$ cat config.mk
export PLATFORM = sky130hd
export DESIGN_NAME = alu_op_sequencer_flat
export DESIGN_NICKNAME = d
export VERILOG_FILES = /design/src/rtl/alu_op_sequencer_if.sv /design/src/rtl/alu_op_sequencer.sv /design/src/flat_wrapper.sv
export SDC_FILE = /design/constraint.sdc
export NUM_CORES = 1
export LEC_CHECK = 0
export BUFFER_PORTS_ARGS = -buffer_cell sky130_fd_sc_hd__buf_2
export CORE_UTILIZATION = 49
export CTS_CLUSTER_SIZE = 8
export DETAILED_ROUTE_END_ITERATION = 10
export PLACE_DENSITY = 0.78
export SYNTH_ARGS = -nofsm -noshare
export SYNTH_HDL_FRONTEND = slang
export SYNTH_SLANG_ARGS = --single-unit
$ cat constraint.sdc
create_clock -name clk -period 2.05 [get_ports clk]
set_input_delay 0.1025 -clock clk [delete_from_list [all_inputs] [get_ports clk]]
set_output_delay 0.1025 -clock clk [all_outputs]
set_load 0.1 [all_outputs]
$ cat src/rtl/alu_op_sequencer_if.sv
// alu_op_sequencer_if: bundles the operand input stream, the ALU-facing
// registered operands / returned result+flags, and the response stream.
//   master : upstream/testbench side (drives beats, ALU result, out_ready)
//   slave  : the sequencer side
interface alu_op_sequencer_if #(
  parameter int WIDTH = 4,
  parameter int CNT_W = 8
);
  // operand stream
  logic             in_valid;
  logic             in_ready;
  logic [WIDTH-1:0] in_data;
  logic [1:0]       in_op;
  logic             in_chain;
  // ALU side
  logic [WIDTH-1:0] alu_num1;
  logic [WIDTH-1:0] alu_num2;
  logic [1:0]       alu_opcode;
  logic [WIDTH-1:0] alu_result;
  logic             alu_carry_out;
  logic             alu_overflow;
  logic             alu_negative;
  logic             alu_zero;
  // response stream
  logic             out_valid;
  logic             out_ready;
  logic [WIDTH-1:0] out_result;
  logic [3:0]       out_flags;
  logic [CNT_W-1:0] ops_count;
  logic             busy;

  modport master (
    output in_valid, in_data, in_op, in_chain,
    output alu_result, alu_carry_out, alu_overflow, alu_negative, alu_zero,
    output out_ready,
    input  in_ready, alu_num1, alu_num2, alu_opcode,
    input  out_valid, out_result, out_flags, ops_count, busy
  );

  modport slave (
    input  in_valid, in_data, in_op, in_chain,
    input  alu_result, alu_carry_out, alu_overflow, alu_negative, alu_zero,
    input  out_ready,
    output in_ready, alu_num1, alu_num2, alu_opcode,
    output out_valid, out_result, out_flags, ops_count, busy
  );
endinterface

$ cat src/rtl/alu_op_sequencer.sv
// alu_op_sequencer: collects A then B operand beats, holds them stable on the
// ALU inputs, captures the ALU result/flags one cycle later and offers them on
// a valid/ready response stream. Chained ops feed the result back as next A.
// Ports:
//   clk  - clock, rising edge
//   rst  - asynchronous active-high reset
//   bus  - alu_op_sequencer_if.slave (operand stream, ALU link, response
//          stream, ops_count, busy)
module alu_op_sequencer #(
  parameter int WIDTH = 4,
  parameter int CNT_W = 8
) (
  input  logic              clk,
  input  logic              rst,
  alu_op_sequencer_if.slave bus
);

  typedef enum logic [1:0] {
    WAIT_A = 2'd0,
    WAIT_B = 2'd1,
    EXEC   = 2'd2,
    RESP   = 2'd3
  } state_e;

  localparam logic [CNT_W-1:0] CNT_MAX = {CNT_W{1'b1}};

  state_e           state_q, state_d;
  logic [WIDTH-1:0] a_q, b_q, res_q;
  logic [1:0]       op_q;
  logic             chain_q;
  logic [3:0]       flags_q;
  logic [CNT_W-1:0] cnt_q;

  logic in_ready, out_valid, busy;
  logic in_fire, out_fire;

  assign in_fire  = bus.in_valid  & in_ready;
  assign out_fire = out_valid     & bus.out_ready;

  // state register
  always_ff @(posedge clk or posedge rst) begin
    if (rst) state_q <= WAIT_A;
    else     state_q <= state_d;
  end

  // next state
  always_comb begin
    state_d = state_q;
    case (state_q)
      WAIT_A: if (in_fire)  state_d = WAIT_B;
      WAIT_B: if (in_fire)  state_d = EXEC;
      EXEC:                 state_d = RESP;
      RESP:   if (out_fire) state_d = chain_q ? WAIT_B : WAIT_A;
      default:              state_d = WAIT_A;
    endcase
  end

  // outputs; ready is masked by rst so nothing is offered while reset is held
  always_comb begin
    in_ready  = 1'b0;
    out_valid = 1'b0;
    busy      = 1'b1;
    case (state_q)
      WAIT_A: begin in_ready = ~rst; busy = 1'b0; end
      WAIT_B: in_ready  = ~rst;
      RESP:   out_valid = 1'b1;
      default: ;
    endcase
  end

  // datapath; operands move only on capture edges so the ALU sees stable
  // inputs through EXEC and RESP
  always_ff @(posedge clk or posedge rst) begin
    if (rst) begin
      a_q     <= '0;
      b_q     <= '0;
      op_q    <= '0;
      chain_q <= 1'b0;
      res_q   <= '0;
      flags_q <= '0;
      cnt_q   <= '0;
    end else begin
      case (state_q)
        WAIT_A: if (in_fire) a_q <= bus.in_data;
        WAIT_B: if (in_fire) begin
          b_q     <= bus.in_data;
          op_q    <= bus.in_op;
          chain_q <= bus.in_chain;
        end
        EXEC: begin
          res_q   <= bus.alu_result;
          flags_q <= {bus.alu_negative, bus.alu_zero, bus.alu_carry_out, bus.alu_overflow};
        end
        RESP: if (out_fire) begin
          if (chain_q) a_q <= res_q;
          if (cnt_q != CNT_MAX) cnt_q <= cnt_q + 1'b1;
        end
        default: ;
      endcase
    end
  end

  assign bus.in_ready   = in_ready;
  assign bus.out_valid  = out_valid;
  assign bus.busy       = busy;
  assign bus.alu_num1   = a_q;
  assign bus.alu_num2   = b_q;
  assign bus.alu_opcode = op_q;
  assign bus.out_result = res_q;
  assign bus.out_flags  = flags_q;
  assign bus.ops_count  = cnt_q;

endmodule

$ cat src/flat_wrapper.sv
// flat-port wrapper written by rule: the top's interface ports become plain ports
module alu_op_sequencer_flat 
#(
  parameter int WIDTH = 4,
  parameter int CNT_W = 8
)
  (clk, rst, bus_in_valid, bus_in_data, bus_in_op, bus_in_chain, bus_alu_result, bus_alu_carry_out, bus_alu_overflow, bus_alu_negative, bus_alu_zero, bus_out_ready, bus_in_ready, bus_alu_num1, bus_alu_num2, bus_alu_opcode, bus_out_valid, bus_out_result, bus_out_flags, bus_ops_count, bus_busy);
  alu_op_sequencer_if #(.WIDTH(WIDTH), .CNT_W(CNT_W)) bus_i ();
  input  logic clk;
  input  logic rst;
  input wire logic [$bits(bus_i.in_valid)-1:0] bus_in_valid;
  input wire logic [$bits(bus_i.in_data)-1:0] bus_in_data;
  input wire logic [$bits(bus_i.in_op)-1:0] bus_in_op;
  input wire logic [$bits(bus_i.in_chain)-1:0] bus_in_chain;
  input wire logic [$bits(bus_i.alu_result)-1:0] bus_alu_result;
  input wire logic [$bits(bus_i.alu_carry_out)-1:0] bus_alu_carry_out;
  input wire logic [$bits(bus_i.alu_overflow)-1:0] bus_alu_overflow;
  input wire logic [$bits(bus_i.alu_negative)-1:0] bus_alu_negative;
  input wire logic [$bits(bus_i.alu_zero)-1:0] bus_alu_zero;
  input wire logic [$bits(bus_i.out_ready)-1:0] bus_out_ready;
  output wire logic [$bits(bus_i.in_ready)-1:0] bus_in_ready;
  output wire logic [$bits(bus_i.alu_num1)-1:0] bus_alu_num1;
  output wire logic [$bits(bus_i.alu_num2)-1:0] bus_alu_num2;
  output wire logic [$bits(bus_i.alu_opcode)-1:0] bus_alu_opcode;
  output wire logic [$bits(bus_i.out_valid)-1:0] bus_out_valid;
  output wire logic [$bits(bus_i.out_result)-1:0] bus_out_result;
  output wire logic [$bits(bus_i.out_flags)-1:0] bus_out_flags;
  output wire logic [$bits(bus_i.ops_count)-1:0] bus_ops_count;
  output wire logic [$bits(bus_i.busy)-1:0] bus_busy;
  assign bus_i.in_valid = bus_in_valid;
  assign bus_i.in_data = bus_in_data;
  assign bus_i.in_op = bus_in_op;
  assign bus_i.in_chain = bus_in_chain;
  assign bus_i.alu_result = bus_alu_result;
  assign bus_i.alu_carry_out = bus_alu_carry_out;
  assign bus_i.alu_overflow = bus_alu_overflow;
  assign bus_i.alu_negative = bus_alu_negative;
  assign bus_i.alu_zero = bus_alu_zero;
  assign bus_i.out_ready = bus_out_ready;
  assign bus_in_ready = bus_i.in_ready;
  assign bus_alu_num1 = bus_i.alu_num1;
  assign bus_alu_num2 = bus_i.alu_num2;
  assign bus_alu_opcode = bus_i.alu_opcode;
  assign bus_out_valid = bus_i.out_valid;
  assign bus_out_result = bus_i.out_result;
  assign bus_out_flags = bus_i.out_flags;
  assign bus_ops_count = bus_i.ops_count;
  assign bus_busy = bus_i.busy;
  alu_op_sequencer #(.WIDTH(WIDTH), .CNT_W(CNT_W)) u_core (.clk(clk), .rst(rst), .bus(bus_i));
endmodule
==> results of run 1 <==
==> routing by layer <==
| metal | track usage (%) | wire length [um] |
|---|---|---|
| met1 | 22.2 | 1140 |
| met5 | 0 | 0 |
| met2 | 36.0 | 1560 |
| met3 | 4.68 | 139 |
| met4 | 9.64 | 28 |
==> worst max-delay path, delay by kind of cell (launching register included) <==
family	cells	cell delay, ns
buffers and inverters	2	0.59
DFF	1	0.42
adders and majority gates	1	0.30
and+or+nand+nor	2	0.19
==> worst min path at each step <==
stage	to	slack, ns	startpoint
after global placement	u_core.chain_q$_DFFE_PP0P_	0.26	rst
after floorplan	u_core.bus.alu_num1[0]$_DFFE_PP0P_	0.18	rst
after CTS	u_core.bus.alu_num2[0]$_DFFE_PP0P_	0.0002	bus_in_data[0]
after detailed placement	u_core.bus.alu_opcode[1]$_DFFE_PP0P_	0.27	rst
after global routing	u_core.bus.out_result[2]$_DFFE_PP0N_	-0.005	bus_alu_result[2]
final	u_core.bus.alu_num2[0]$_DFFE_PP0P_	0.01	bus_in_data[0]
==> through the flow <==
step	instance area, um2	hold WS [ns]	setup WS (ns)	instances	util [%]
6_report	1810	0.0140	0.129	202	69.8
5_1_grt	1810	-0.00467	0.0604	202	69.8
4_1_cts	1800	0.000229	0.132	201	69.4
3_5_place_dp	1670	0.269	0.210	185	64.3
3_3_place_gp	1670	0.261	0.400	185	64.3
2_1_floorplan	1400	0.180	0.0160	109	-
==> state kept, by name (all words and copies together) (netlist names) <==
| register | cells |
|---|---|
| u_core.bus.ops_count | 8 |
| u_core.bus.alu_num1 | 4 |
| u_core.bus.alu_num2 | 4 |
| u_core.bus.out_flags | 4 |
| u_core.bus.out_result | 4 |
| u_core.bus.alu_opcode | 2 |
| u_core.state_q | 2 |
| u_core.chain_q | 1 |
==> cell type report <==
cell class / instances / area [um2] / area share [%]
sequential: 29 / 729 / 40.4
multi-input combinational: 72 / 633 / 35.0
clock buffer: 6 / 41.3 / 2.29
inverter: 6 / 22.5 / 1.25
clock inverter: 2 / 10.0 / 0.554
timing repair buffer: 57 / 333 / 18.4
tap: 30 / 37.5 / 2.08
==> cell families (layout without fill, tap and decap cells) <==
logic type / after synthesis / after routing / share of synthesized area (%)
flip-flops: 29 / 29 / 52.2
AND/OR/NAND/NOR: 27 / 27 / 12.5
multiplexers: 23 / 23 / 18.5
AO/OA/AOI/OAI: 12 / 12 / 6.21
buffers and inverters: 8 / 71 / 2.70
adder cells (fa/ha/maj): 6 / 6 / 5.40
XOR/XNOR: 4 / 4 / 2.52
==> placed cells by master, fill, tap and decap left out, types with 2 or more instances in the layout <==
master                          instances
sky130_fd_sc_hd__mux2_1                10
sky130_fd_sc_hd__dfrtp_1               26
sky130_fd_sc_hd__clkinv_2               2
sky130_fd_sc_hd__xnor2_1                2
sky130_fd_sc_hd__buf_2                 47
sky130_fd_sc_hd__nor2_1                 8
sky130_fd_sc_hd__or2_4                  2
sky130_fd_sc_hd__nand3_1                2
sky130_fd_sc_hd__dlygate4sd3_1          9
sky130_fd_sc_hd__ha_1                   5
sky130_fd_sc_hd__nand2_1                4
sky130_fd_sc_hd__xor2_1                 2
sky130_fd_sc_hd__nand2_4                2
sky130_fd_sc_hd__clkbuf_4               5
sky130_fd_sc_hd__a21oi_1                6
sky130_fd_sc_hd__inv_1                  4
sky130_fd_sc_hd__dfrtp_2                3
sky130_fd_sc_hd__mux2i_1                4
sky130_fd_sc_hd__mux2_2                 8
==> timing repair <==
| item | in CTS | in global routing |
|---|---|---|
| endpoints found under the hold margin | 24 | 1 |
| gates resized for setup | 0 | 0 |
| hold buffers | 8 | 1 |
==> results.rst, run 1 <==
.. list-table::
   :header-rows: 1

   * - Metric
     - Value
   * - Outcome
     - finished clean
   * - Share of the yosys chip area belonging to registers
     - 52.2%
   * - Chip height
     - 55.3 um
   * - Gate count of the mapped netlist
     - 109
   * - DRT iter0 DRCs
     - 34
   * - Total detailed-routing wirelength
     - 2870 um
   * - Wire length of the first global-routing pass
     - approximately 4700 um
   * - Endpoint type of the worst setup path
     - output port
   * - Slowest library cell on the worst path
     - sky130_fd_sc_hd__dfrtp_1
   * - Biggest area contributors in the synthesized netlist
     - sky130_fd_sc_hd__dfrtp_1 52%, sky130_fd_sc_hd__mux2_1 8.1%, sky130_fd_sc_hd__mux2_2 6.5%
   * - Fraction of the cycle the final worst path needs
     - 93.7%
   * - Reported max-cap violation count
     - 0
   * - Critical Path Max Stage Delay
     - 0.42 ns
   * - Vias post-DR
     - 1054
   * - Leading area contributor after synthesis
     - sky130_fd_sc_hd__dfrtp_1
   * - Origin of the critical flop-to-flop path
     - u_core.state_q[0]$_DFFE_PP0P_
   * - Number of global-route vias before repair
     - between 1000 and 1500
   * - Proportion of layout cells with a drive suffix above 1
     - 45.9%
   * - IO Count
     - between 40 and 50
   * - Critical Path Start
     - u_core.state_q[0]$_DFFE_PP0P_
   * - Fill cell instance count of the final layout
     - 190
   * - Endpoint of the most critical register-to-register path
     - u_core.state_q[0]$_DFFE_PP0P_
   * - Post-layout nets
     - 196
   * - Number of rows created at floorplan
     - 18
   * - Number of buffers inserted by post-CTS setup repair
     - 0
   * - Detail-routed net length per standard cell
     - 14.2 um
   * - Hold/Removal Path Class
     - in2reg
   * - Detailed-routing iteration count for the pre-antenna-repair pass
     - 3
   * - Number of enable-type register cells in the synthesized netlist
     - 0
   * - Pin count of the biggest net entering global routing
     - 19
   * - Number of distinct standard cells referenced by the synthesized netlist
     - 33
   * - Highest fanout seen on the critical path
     - 5
   * - Share of flip-flops with an asynchronous set or reset after synthesis
     - between 90% and 100%
   * - Data required time at the worst endpoint
     - 1.95 ns
   * - Worst hold path depth
     - 2
   * - End of the critical path
     - bus_in_ready
   * - Most common cell in the synthesized netlist
     - sky130_fd_sc_hd__dfrtp_1
   * - Root buffer selected by CTS
     - sky130_fd_sc_hd__clkbuf_4
   * - Register-to-Register Setup Slack
     - 0.13 ns
   * - Detail Route Antenna Nets
     - 0
   * - Shortest clock period the worst path allows after layout
     - 1.92 ns
   * - Number of buffers added by the clock tree synthesis step
     - 5
   * - Type of the setup path with the least slack
     - reg2out
   * - Synth Net Count
     - 134
   * - Proportion of netlist area held by the largest area contributor
     - between 50% and 60%
   * - Maximum clock frequency
     - 520 MHz
   * - Reg clk slew, reported paths
     - about 0.090 ns
   * - Netlist Area Pre-Place
     - 1390 um2
   * - Setup repair after global routing missed its margin
     - false
   * - Deepest clock path buffer count
     - 2
   * - Clock skew after layout
     - between 0.01 and 0.015 ns
   * - Antenna diodes
     - 0
   * - Initial core utilization
     - 53.7%
   * - Synth warnings
     - 0
   * - Final hold vios
     - 0
   * - Critical path, cell by cell
     - inv_1, ha_1, nor2_1, nor2_2, buf_2
   * - Synthesis-stage register bit count
     - 29
   * - Arrival time reported for the critical path endpoint
     - 1.82 ns
   * - Drt drc
     - 0
   * - Synth Flop Type
     - sky130_fd_sc_hd__dfrtp_1
   * - Die Span X
     - 55.3 um
   * - Max-slew headroom
     - 55.0%
   * - Via-to-Cell Ratio
     - 5.22
   * - Clk_lat worst skew
     - 0.32 ns
   * - Core region area
     - 2590 um2
   * - Fin Setup TNS
     - 0 ns
   * - Synth Area per Inst
     - 12.8 um2
   * - Number of clock sinks
     - 29
   * - Total count of max-transition violations in the final report
     - 0
   * - Global-route usage over all layers
     - 20.1%
   * - Top cell types by occurrence after synthesis
     - 29 x sky130_fd_sc_hd__dfrtp_1, 10 x sky130_fd_sc_hd__mux2_1, 9 x sky130_fd_sc_hd__nor2_1
   * - Count of port buffers added during placement
     - 47
   * - Gp weighted congestion
     - 0.792
   * - Slew at the pin closest to its max-slew limit
     - 0.674 ns
   * - Area Overhead vs Synth
     - 29.9%
   * - Startpoint Class
     - flip-flop
   * - Grt ovf
     - 0
   * - Number of H-tree levels
     - 2
   * - TritonCTS clock tree
     - yes
   * - Detailed placer's ending HPWL
     - 2080 um
   * - Length in cells of the worst reg-to-reg path
     - 6
   * - Antenna violations before repair
     - 0
   * - Die footprint
     - around 3100 um2
   * - Number of setup violations in the final report
     - 0
Power of run 1 is not shown: default switching activity piles up to over one toggle a cycle in this logic, so the estimate is an artifact.
==> run 2, diff against run 1 <==
--- a/config.mk
+++ b/config.mk
@@ -6,10 +6,11 @@
 export NUM_CORES = 1
 export LEC_CHECK = 0
 export BUFFER_PORTS_ARGS = -buffer_cell sky130_fd_sc_hd__buf_2
-export CORE_UTILIZATION = 49
+export CORE_UTILIZATION = 51
+export CTS_BUF_LIST = sky130_fd_sc_hd__clkbuf_4 sky130_fd_sc_hd__clkbuf_8
 export CTS_CLUSTER_SIZE = 8
 export DETAILED_ROUTE_END_ITERATION = 10
-export PLACE_DENSITY = 0.78
+export PLACE_DENSITY = 0.81
 export SYNTH_ARGS = -nofsm -noshare
 export SYNTH_HDL_FRONTEND = slang
 export SYNTH_SLANG_ARGS = --single-unit
==> run 2 against run 1 <==
Effect of this change: sequential share of layout area shrank 1.0 points; clock skew down 0.0052 ns; worst hold slack worse by 0.0039 ns; register-to-register slack improved by 0.17 ns; global-route usage up 3.2 points; critical path type unchanged; clock-buffer cell count up 1.
==> results.rst, run 2 (synthesized netlist as in run 1, its figures left out) <==
.. list-table::
   :header-rows: 1

   * - Metric
     - Value
   * - Outcome
     - finished clean
   * - Number of global-route vias before repair
     - between 1000 and 1500
   * - Antenna diodes
     - 0
   * - Data required time at the worst endpoint
     - 1.95 ns
   * - Worst hold path depth
     - 2
   * - Area Overhead vs Synth
     - 33.3%
   * - DRT iter0 DRCs
     - 16
   * - Core region area
     - 2520 um2
   * - Clock skew after layout
     - 0.00595 ns
   * - Gp weighted congestion
     - about 0.74
   * - Pin count of the biggest net entering global routing
     - 22
   * - Setup repair after global routing missed its margin
     - false
   * - Arrival time reported for the critical path endpoint
     - 1.78 ns
   * - Maximum clock frequency
     - 531 MHz
   * - Detailed placer's ending HPWL
     - 2050 um
   * - Vias post-DR
     - 1055
   * - Proportion of layout cells with a drive suffix above 1
     - 45.1%
   * - Count of port buffers added during placement
     - 47
   * - Reported max-cap violation count
     - 0
   * - Post-layout nets
     - 200
   * - Layout Utilization
     - 73.5%
   * - Root buffer selected by CTS
     - sky130_fd_sc_hd__clkbuf_4
   * - TritonCTS clock tree
     - yes
   * - Type of the setup path with the least slack
     - reg2out
   * - Drt drc
     - 0
   * - Count of non-filler cells in the finished layout
     - 205
   * - Detailed-routing iteration count for the pre-antenna-repair pass
     - 4
   * - Number of H-tree levels
     - 2
   * - Initial core utilization
     - 55.2%
   * - Highest fanout seen on the critical path
     - 5
   * - Antenna violations before repair
     - 0
   * - Cell count after placement
     - approximately 190
   * - Destination of the worst hold path
     - u_core.bus.out_result[3]$_DFFE_PP0N_
   * - Origin of the critical flop-to-flop path
     - u_core.state_q[1]$_DFFE_PP0P_
   * - Reg clk slew, reported paths
     - ~0.08 ns
   * - Via-to-Cell Ratio
     - 5.15
   * - Hold/Removal Path Class
     - in2reg
   * - Final hold vios
     - 0
   * - Die Span X
     - ~54 um
   * - Most frequent standard cell in the layout excluding fill and tap cells
     - sky130_fd_sc_hd__buf_2
   * - Endpoint of the most critical register-to-register path
     - u_core.state_q[0]$_DFFE_PP0P_
   * - Max-slew headroom
     - ~47%
   * - IO Count
     - between 40 and 50
   * - Fraction of the cycle the final worst path needs
     - 91.9%
   * - Deepest clock path buffer count
     - 2
   * - Die footprint
     - ~3000 um2
   * - Most frequent cells in the layout
     - 47 x sky130_fd_sc_hd__buf_2, 26 x sky130_fd_sc_hd__dfrtp_1, 13 x sky130_fd_sc_hd__dlygate4sd3_1
   * - Clk_lat worst skew
     - 0.33 ns
   * - Detail Route Antenna Nets
     - 0
   * - Post-CTS sizing
     - 0
   * - Grt ovf
     - 0
   * - Total count of max-transition violations in the final report
     - 0
   * - Length in cells of the worst reg-to-reg path
     - 6
   * - Shortest clock period the worst path allows after layout
     - ~1.9 ns
   * - Hold wc startpoint
     - bus_alu_result[3]
   * - Slew at the pin closest to its max-slew limit
     - 0.792 ns
   * - Endpoint type of the worst setup path
     - output port
   * - Register-to-Register Setup Slack
     - 0.30 ns
   * - Detail-routed net length per standard cell
     - 14.3 um
   * - Fin Setup TNS
     - 0 ns
   * - Chip height
     - ~54 um
   * - Wire length of the first global-routing pass
     - between 4000 and 5000 um
   * - Global-route usage over all layers
     - 23.2%
   * - Flip-flop count of the largest register after layout
     - 8
   * - Number of rows created at floorplan
     - 18
   * - Number of setup violations in the final report
     - 0
   * - Number of clock sinks
     - 29
   * - Total detailed-routing wirelength
     - 2930 um
   * - Startpoint Class
     - flip-flop
   * - Number of buffers added by the clock tree synthesis step
     - 5
-- run 2: changes by cell type in the layout (fill, tap and decap cells not counted) --
cell,previous run,this run
sky130_fd_sc_hd__clkbuf_4,5,6
sky130_fd_sc_hd__clkinv_2,2,0
sky130_fd_sc_hd__clkbuf_8,0,1
sky130_fd_sc_hd__dlygate4sd3_1,9,13
sky130_fd_sc_hd__clkbuf_1,1,0
-- run 2: layout make-up --
| cell class | instances | area, um2 |
|---|---|---|
| flip-flops and latches | 29 | 729 |
| fillers | 187 | 668 |
| multi-input cells | 72 | 633 |
| repair buffers | 61 | 373 |
| clock buffers | 7 | 58.8 |
| well taps | 30 | 37.5 |
| inverters | 6 | 22.5 |
-- run 2: per-layer routing --
metal	share of wire, %	track usage (%)	routed length (um)
met5	0	0	0
met4	1.8	8.55	52
met1	40	23.9	1160
met2	53	41.3	1550
met3	5.6	10.3	164
-- run 2: critical path, stage by stage, from the launching register on --
cell,delay [ns]
sky130_fd_sc_hd__dfrtp_1,0.41
sky130_fd_sc_hd__inv_1,0.14
sky130_fd_sc_hd__ha_1,0.28
sky130_fd_sc_hd__nor2_1,0.11
sky130_fd_sc_hd__nor2_2,0.09
sky130_fd_sc_hd__buf_2,0.43
-- run 2: metrics by stage --
stage,instance area (um2),hold WS [ns],setup slack (ns)
after global placement,1670,0.316,0.403
after global routing,1850,0.000269,0.0663
after CTS,1850,0.00179,0.159
after detailed placement,1670,0.323,0.326
after floorplan,1400,0.180,0.0160
final,1850,0.0101,0.166
-- run 2: repair_timing --
item / in CTS / in global routing
endpoints found under the hold margin: 32 / 0
hold buffers: 13 / 0
setup buffers: 0 / 0
-- run 2: worst max-delay path by stage --
stage	start	slack (ns)	endpoint
CTS	u_core.state_q[0]$_DFFE_PP0P_	0.16	bus_in_ready
floorplan	u_core.bus.ops_count[3]$_DFFE_PP0P_	0.02	u_core.bus.ops_count[1]$_DFFE_PP0P_
global placement	u_core.state_q[1]$_DFFE_PP0P_	0.40	u_core.bus.ops_count[7]$_DFFE_PP0P_
global route	u_core.state_q[0]$_DFFE_PP0P_	0.07	bus_in_ready
finish	u_core.state_q[0]$_DFFE_PP0P_	0.17	bus_in_ready
detailed placement	u_core.state_q[1]$_DFFE_PP0P_	0.33	u_core.bus.ops_count[7]$_DFFE_PP0P_
Power of run 2 is left out for the same reason.
==> run 3, diff against run 2 <==
--- a/config.mk
+++ b/config.mk
@@ -5,8 +5,9 @@
 export SDC_FILE = /design/constraint.sdc
 export NUM_CORES = 1
 export LEC_CHECK = 0
+export ABC_AREA = 1
 export BUFFER_PORTS_ARGS = -buffer_cell sky130_fd_sc_hd__buf_2
-export CORE_UTILIZATION = 51
+export CORE_UTILIZATION = 52
 export CTS_BUF_LIST = sky130_fd_sc_hd__clkbuf_4 sky130_fd_sc_hd__clkbuf_8
 export CTS_CLUSTER_SIZE = 8
 export DETAILED_ROUTE_END_ITERATION = 10
==> run 3 against run 2 <==
Effect of this change: cell count grew 34%; highest routed layer unchanged; non-clock buffer count grew 1; fmax grew 2.3%; critical endpoint unchanged.
==> results.rst, run 3 <==
.. list-table::
   :header-rows: 1

   * - Metric
     - Value
   * - Outcome
     - finished clean
   * - Number of global-route vias before repair
     - 1316
   * - Initial core utilization
     - 54.6%
   * - Core region area
     - 2760 um2
   * - Total count of max-transition violations in the final report
     - 0
   * - Total detailed-routing wirelength
     - between 3000 and 4000 um
   * - Register-to-Register Setup Slack
     - between 0.4 and 0.5 ns
   * - Slew at the pin closest to its max-slew limit
     - around 0.5 ns
   * - Top cell types by occurrence after synthesis
     - 62 x sky130_fd_sc_hd__nand2_1, 29 x sky130_fd_sc_hd__dfrtp_1, 14 x sky130_fd_sc_hd__inv_1
   * - Hold slack final
     - approximately 0.0066 ns
   * - Fraction of the cycle the final worst path needs
     - 89.8%
   * - Critical path, cell by cell
     - inv_1, ha_1, inv_2, a21oi_2, buf_2
   * - DRT iter0 DRCs
     - 40
   * - Proportion of layout cells with a drive suffix above 1
     - 31.7%
   * - Chip height
     - between 50 and 60 um
   * - Root buffer selected by CTS
     - sky130_fd_sc_hd__clkbuf_4
   * - Number of buffers added by the clock tree synthesis step
     - 5
   * - Number of buffers inserted by post-CTS setup repair
     - 0
   * - Worst path top cell family by delay
     - buffers and inverters
   * - Clock skew after layout
     - 0.00822 ns
   * - Gate count of the mapped netlist
     - about 180
   * - Deepest clock path buffer count
     - 2
   * - Count of port buffers added during placement
     - 47
   * - Share of flip-flops with an asynchronous set or reset after synthesis
     - 100%
   * - Detail-routed net length per standard cell
     - 12.6 um
   * - Most frequent standard cell in the layout excluding fill and tap cells
     - sky130_fd_sc_hd__nand2_1
   * - Global-route usage over all layers
     - 24.7%
   * - Origin of the critical flop-to-flop path
     - u_core.state_q[0]$_DFFE_PP0P_
   * - TritonCTS clock tree
     - yes
   * - Fill cell instance count of the final layout
     - 208
   * - Clk_lat worst skew
     - roughly 0.33 ns
   * - Antenna violations before repair
     - 0
   * - Grt ovf
     - 0
   * - Critical Path Max Stage Delay
     - 0.43 ns
   * - Number of distinct standard cells referenced by the synthesized netlist
     - 23
   * - Synth Net Count
     - 200
   * - Number of setup violations in the final report
     - 0
   * - Type of the setup path with the least slack
     - reg2out
   * - Fin Setup TNS
     - 0 ns
   * - Setup repair after global routing missed its margin
     - false
   * - Post-layout nets
     - 267
   * - Endpoint type of the worst setup path
     - output port
   * - Number of H-tree levels
     - 2
   * - Synth warnings
     - 0
   * - Length in cells of the worst reg-to-reg path
     - 6
   * - Reported max-cap violation count
     - 0
   * - Highest fanout seen on the critical path
     - 9
   * - Number of clock sinks
     - 29
   * - Antenna diodes
     - 0
   * - Hold/Removal Path Class
     - in2reg
   * - Bufs and invs on worst path
     - 3
   * - Leading area contributor after synthesis
     - sky130_fd_sc_hd__dfrtp_1
   * - Vias post-DR
     - 1375
   * - Arrival time reported for the critical path endpoint
     - 1.74 ns
   * - Reg clk slew, reported paths
     - 0.10 ns
   * - Synth Area per Inst
     - 8.61 um2
   * - Maximum clock frequency
     - 543 MHz
   * - Synthesis-stage register bit count
     - 29
   * - Slowest library cell on the worst path
     - sky130_fd_sc_hd__dfrtp_1
   * - Proportion of netlist area held by the largest area contributor
     - 48.2%
   * - Detailed placer's ending HPWL
     - 2290 um
   * - Startpoint Class
     - flip-flop
   * - Number of enable-type register cells in the synthesized netlist
     - 0
   * - Data required time at the worst endpoint
     - between 1.5 and 2 ns
   * - Count of hold buffers inserted by post-cts repair
     - 14
   * - Drt drc
     - 0
   * - Netlist Area Pre-Place
     - 1510 um2
   * - Final hold vios
     - 0
   * - Flip-flop count of the largest register after layout
     - 8
   * - Most common cell in the synthesized netlist
     - sky130_fd_sc_hd__nand2_1
   * - Critical Path Start
     - u_core.state_q[1]$_DFFE_PP0P_
   * - Destination of the worst hold path
     - u_core.bus.alu_opcode[1]$_DFFE_PP0P_
   * - Share of the yosys chip area belonging to registers
     - 48.2%
   * - Area Overhead vs Synth
     - 33.5%
   * - Gp weighted congestion
     - 0.854
   * - Endpoint of the most critical register-to-register path
     - u_core.bus.alu_num1[3]$_DFFE_PP0P_
   * - Hold wc startpoint
     - bus_in_op[1]
   * - Wire length of the first global-routing pass
     - a little under 6000 um
   * - Via-to-Cell Ratio
     - between 5 and 6
   * - Die footprint
     - 3120 um2
   * - Post-CTS sizing
     - 0
   * - Synth Flop Type
     - sky130_fd_sc_hd__dfrtp_1
   * - Die Span X
     - 55.8 um
   * - Worst hold path depth
     - 3
   * - IO Count
     - 48
   * - Most frequent cells in the layout
     - 62 x sky130_fd_sc_hd__nand2_1, 47 x sky130_fd_sc_hd__buf_2, 29 x sky130_fd_sc_hd__dfrtp_1
   * - Max-slew headroom
     - 66.9%
   * - Shortest clock period the worst path allows after layout
     - 1.84 ns
   * - Detailed-routing iteration count for the pre-antenna-repair pass
     - 4
   * - Detail Route Antenna Nets
     - 0
   * - Pin count of the biggest net entering global routing
     - 30
   * - Number of rows created at floorplan
     - 19
   * - Biggest area contributors in the synthesized netlist
     - sky130_fd_sc_hd__dfrtp_1 48%, sky130_fd_sc_hd__nand2_1 15%, sky130_fd_sc_hd__ha_1 5.0%
==> run 3: cell types whose count changed after synthesis, moves of 2 or more <==
cell and change:
sky130_fd_sc_hd__buf_2 +2, sky130_fd_sc_hd__inv_1 +10, sky130_fd_sc_hd__inv_2 +2, sky130_fd_sc_hd__mux2_1 -10, sky130_fd_sc_hd__mux2_2 -4, sky130_fd_sc_hd__mux2i_1 -4, sky130_fd_sc_hd__nand2_1 +58, sky130_fd_sc_hd__nand2_2 +4
sky130_fd_sc_hd__nand3_1 +10, sky130_fd_sc_hd__nor2_4 +2, sky130_fd_sc_hd__o21ai_0 +11, sky130_fd_sc_hd__or2_4 -2
==> run 3: metal layers <==
layer  global-route usage [%]  vias up  wire (um)
met2                     42.0       41       1740
met5                        0        -          0
li1                         -      686          -
met1                     29.9      639       1460
met4                     8.36        0         64
met3                     7.67        9        187
==> run 3: final cells by class <==
type	instances	area, um2	area share (%)
flip-flops and latches	29	726	36.1
multi-input cells	126	702	34.9
repair buffers	62	383	19.0
inverters	18	72.6	3.61
clock buffers	7	58.8	2.92
well taps	31	38.8	1.93
clock inverters	1	30.0	1.49
==> run 3: how the worst max path moves through the flow <==
| stage | to | cells after the start |
|---|---|---|
| after floorplan | u_core.bus.alu_num1[0]$_DFFE_PP0P_ | 6 |
| after global placement | u_core.bus.alu_num1[1]$_DFFE_PP0P_ | 6 |
| after detailed placement | u_core.bus.alu_num1[3]$_DFFE_PP0P_ | 6 |
| after CTS | bus_in_ready | 5 |
| after global routing | bus_in_ready | 5 |
| final | bus_in_ready | 5 |
==> run 3: logic make-up (layout without fill, tap and decap cells) <==
group	count (synthesis)	after routing	synth area share, %
and+or+nand+nor	95	95	29.9
DFF	29	29	48.2
buffers and inverters	20	88	5.48
AOI/OAI and AO/OA	18	18	6.73
adders and majority gates	6	6	4.98
muxes	4	4	2.99
xor gates and xnor gates	3	3	1.74
==> run 3: tightest hold or removal path, cell delays in order <==
cell and delay, ns:
sky130_fd_sc_hd__buf_2 0.08, sky130_fd_sc_hd__nand2_1 0.06, sky130_fd_sc_hd__nand2_1 0.07
==> run 3: through the flow <==
| stage | instance area (um2) | utilization (%) | instances | setup slack [ns] |
|---|---|---|---|---|
| finish | 2010 | 72.9 | 274 | 0.208 |
| global route | 2010 | 72.9 | 274 | 0.101 |
| CTS | 2010 | 72.9 | 274 | 0.215 |
| detailed placement | 1780 | 64.6 | 252 | 0.511 |
| global placement | 1780 | 64.6 | 252 | 0.568 |
| floorplan | 1510 | - | 175 | 0.0272 |
Power of run 3 is left out for the same reason.
